**src/rtl/byte_word_packer.sv**
```systemverilog
// Serial-to-parallel packer: collects B-bit chunks, LSB lane first, into W-bit words
// with valid/ready on both sides and a flush that emits a zero-padded partial word.
module byte_word_packer #(
  parameter int W = 256,
  parameter int B = 8
) (
  input  logic                         clk,
  input  logic                         rst_n,
  input  logic                         in_valid,
  output logic                         in_ready,
  input  logic [B-1:0]                 in_data,
  input  logic                         flush,
  output logic                         out_valid,
  input  logic                         out_ready,
  output logic [W-1:0]                 out_data,
  output logic [$clog2(W/B+1)-1:0]     out_lanes
);

  localparam int N  = W / B;
  localparam int LW = $clog2(N + 1);
  localparam int CW = (N > 1) ? $clog2(N) : 1;

  generate
    if (W % B != 0) begin : g_width_check
      $error("byte_word_packer: W must be a multiple of B");
    end
  endgenerate

  logic [W-1:0]  acc;
  logic [W-1:0]  acc_wr;
  logic [CW-1:0] cnt;
  logic          flush_pend;
  logic          slot_free;
  logic          last;
  logic          accept;
  logic          full_load;
  logic          flush_load;
  logic          flush_set;

  always_comb begin
    slot_free  = !out_valid || out_ready;
    last       = (cnt == CW'(N - 1));
    in_ready   = !flush_pend && (!last || slot_free);
    accept     = in_valid && in_ready;
    full_load  = accept && last;
    flush_load = flush_pend && slot_free;
    // A flush coinciding with the last-lane accept is just a full word.
    flush_set  = flush && !flush_pend && !full_load && (accept || (cnt != '0));
    acc_wr     = acc;
    acc_wr[int'(cnt)*B +: B] = in_data;
  end

  always_ff @(posedge clk or negedge rst_n) begin
    if (!rst_n) begin
      acc        <= '0;
      cnt        <= '0;
      flush_pend <= 1'b0;
      out_valid  <= 1'b0;
      out_data   <= '0;
      out_lanes  <= '0;
    end else if (full_load) begin
      out_data   <= acc_wr;
      out_lanes  <= LW'(N);
      out_valid  <= 1'b1;
      acc        <= '0;
      cnt        <= '0;
    end else if (flush_load) begin
      out_data   <= acc;
      out_lanes  <= LW'(cnt);
      out_valid  <= 1'b1;
      acc        <= '0;
      cnt        <= '0;
      flush_pend <= 1'b0;
    end else begin
      if (out_valid && out_ready) out_valid <= 1'b0;
      if (accept) begin
        acc <= acc_wr;
        cnt <= cnt + CW'(1);
      end
      if (flush_set) flush_pend <= 1'b1;
    end
  end

endmodule

```
**config.mk**
```make
export PLATFORM = sky130hd
export DESIGN_NAME = byte_word_packer
export DESIGN_NICKNAME = d
export VERILOG_FILES = /design/src/rtl/byte_word_packer.sv
export SDC_FILE = /design/constraint.sdc
export NUM_CORES = 1
export LEC_CHECK = 0
export CORE_ASPECT_RATIO = 2
export CORE_MARGIN = 3
export CORE_UTILIZATION = 50
export DETAILED_ROUTE_END_ITERATION = 7
export PLACE_DENSITY_LB_ADDON = 0.15
export SETUP_SLACK_MARGIN = 0.4
export SLEW_MARGIN = 20
export SYNTH_ARGS = -nofsm -noshare
export SYNTH_HDL_FRONTEND = slang
export SYNTH_SLANG_ARGS = --single-unit
```
**constraint.sdc**
```tcl
create_clock -name clk -period 8.75 [get_ports clk]
set_input_delay 1.3125 -clock clk [delete_from_list [all_inputs] [get_ports clk]]
set_output_delay 1.3125 -clock clk [all_outputs]
set_load 0.01 [all_outputs]
```
==> flow_summary_export.csv <==
group,metric,value,unit
clocking,clock_sink_count,525,
synthesis,synth.most_common_cell,"dfrtp_1",
place,placedCellCount,2607,
pwr,ir_worst_vdd,0.292,mV
routing,via_per_inst,6.70,
global_route,grt_pass1_vias,18600,
synthesis,syn_area_per_cell,11.8,um2
routing,drtAntennaViolNets,0,
clocking,htreeDepth,2,
routing,drt-wirelength-per-cell,28.2,um
sta,min_period_over_period,49.3,%
pwr,p_leak,11.4,nW
clocking,hold_buffers,0,
clocking,clk_latency,0.57,ns
setup_path,r2r_setup_slack,4.46,ns
global_route,grt_start_max_net_pins,160,
clocking,post_cts_buffers,0,
routing,drc,0,
setup_path,critPathKind,"in -> out",
sta,setup_viol_count_final,0,
global_route,grt.total_usage,31.8,%
routing,drt_iter0_markers,1618,
synthesis,ys_seq_elements,525,
clocking,cts_buffers,45,
pwr,cellPowerDensity,260,mW/mm2
synthesis,ys_top_cells_by_count,"dfrtp_1 (525), nand2_1 (180), a221o_1 (179)",
synthesis,synth_cell_type_count,61,
routing,route.vias.total,18000,
sta,slew_violations,0,
synthesis,syn_area,0.0221,mm2
floorplan,fp-row-count,108,
routing,m1WireLength,26800,um
routing,met2_length,38400,um
clocking,root_buffer,"clkbuf_16",
finish,drive_gt1_share,7.63,%
finish,finalCoreUtilization,62.0,%
routing,wirelength,75800,um
synthesis,synth_area_leaders,"dfrtp_1 (59%), a221o_1 (8.1%), o2bb2ai_1 (6.0%)",
global_route,grt_remaining_overflow,0,
place,place_congestion,0.921,
place,hpwl,53500,um
floorplan,core_area,0.0435,mm2
routing,first_pass_iters,5,
synthesis,yosysTopAreaCell,"dfrtp_1",
floorplan,start_util,50.8,%
clocking,path_clk_slew,0.07,ns
place,io_buffers,276,
sta,skew,0.0235,ns
floorplan,die-area,0.0469,mm2
sta,rsz0062_at_grt,"no",
finish,layout.nets,2121,
worst_hold_path,holdCritPathClass,"reg -> reg",
routing,highest_layer,"met5",
setup_path,critical_path.max_fanout,6,
status,status,"complete, no violations",
sta,hold_viol,0,
synthesis,synth-edff-count,0,
finish,layout.cells.non_filler,2688,
flow_run,maxCapViolCount,0,
synthesis,yosys_warnings,0,
setup_path,start_kind,"primary input",
sta,finalSetupTns,0,ns
sta,max-slew-margin-rel,29.7,%
floorplan,io_pins,277,
clocking,cts_tree,"yes",
setup_path,crit_arrival,3.00,ns
sta,layout_min_cycle_time,4.31,ns
sta,tightestPinTransition,1.05,ns
synthesis,synthCells,1876,
clocking,cts-resized-gates,0,
clocking,clockBufferDepth,3,
setup_path,end_kind,"output port",
floorplan,die_w,155,um
setup_path,required,7.44,ns
global_route,grt_pass1_wl,115000,um
sta,fmax,232,MHz
synthesis,async_flop_share,100,%
synthesis,synth_top_area_share,59.5,%
global_route,antenna_found_initial,1,
finish,syn_to_final_growth,22.1,%
floorplan,die_h,303,um
synthesis,yosysSeqAreaShare,59.5,%
routing,wl_met3,5190,um
synthesis,syn_nets,1893,
synthesis,ys.flop_type,"dfrtp_1",
## worst max-delay path, cell delays in order
cell and delay [ns]:
clkdlybuf4s50_1 0.42, nor2b_1 0.44, a21oi_1 0.28, clkdlybuf4s50_1 0.54
## path summary, 6_finish.rpt
kind	start	to	cells after the start
worst max-delay path	out_ready	in_ready	4
worst min-delay path	acc[231]	acc[231]	1
worst max register to register	cnt[0]	out_data[95]	9
worst min register to register	acc[231]	acc[231]	1
max in group asynchronous	rst_n	out_data[146]	3
min in group asynchronous	rst_n	out_data[168]	1
## cells in the final DEF, fill, tap and decap left out, types with 28 or more instances in the layout
| master | netlist | routed |
|---|---|---|
| nand2_1 | 180 | 180 |
| o2bb2ai_1 | 152 | 152 |
| nor2_1 | 161 | 160 |
| clkdlybuf4s50_1 | 0 | 275 |
| a22o_1 | 78 | 78 |
| o211ai_1 | 39 | 39 |
| buf_4 | 7 | 37 |
| a32o_1 | 28 | 28 |
| nor3_1 | 111 | 110 |
| a221o_1 | 179 | 179 |
| nand3_1 | 51 | 51 |
| dfrtp_1 | 525 | 525 |
| clkbuf_16 | 0 | 47 |
## through the flow
step / hold WS (ns) / power [mW] / instance area [um2] / setup WS (ns)
floorplan: 0.455 / 3.97 / 22100 / 5.59
global placement: 0.462 / 4.73 / 25300 / 4.41
detailed placement: 0.473 / 4.77 / 25300 / 4.29
CTS: 0.492 / 6.99 / 26900 / 4.50
global route: 0.504 / 7.25 / 27000 / 4.29
finish: 0.490 / 7.02 / 27000 / 4.44
## layer usage
metal  vias to the layer above  global-route usage [%]
li1                       7723                       -
met1                      9181                    36.6
met2                       853                    55.2
met3                       241                    5.51
met4                         2                    19.3
met5                         -                       0
## state kept, by name, summed over array words and instances, names as in the netlist
signal      count
out_valid       1
out_lanes       6
flush_pend      1
cnt             5
out_data      256
acc           256
## cells by family after synthesis
logic type | count (synthesis) | share of synthesized area, %
XOR/XNOR | 4 | 0.159
AND/OR/NAND/NOR | 557 | 11.4
flip-flops | 525 | 59.5
buffers and inverters | 141 | 2.76
AO/OA/AOI/OAI | 619 | 24.8
multiplexers | 26 | 1.20
adder cells (fa/ha/maj) | 4 | 0.227
## power by group
group | total [mW] | internal (mW) | switching (mW)
Combinational | 2.23 | 0.437 | 1.79
Clock | 2.24 | 1.31 | 0.925
Sequential | 2.55 | 2.47 | 0.0802
## layout make-up
class	count	area, um2
fillers	3506	16500
flip-flops and latches	525	13100
multi-input cells	1210	8380
repair buffers	317	3110
clock buffers	59	1260
well taps	550	688
clock inverters	21	368
inverters	5	18.8
diodes	1	2.50
Note: power is estimated with default switching activity, not from simulation.
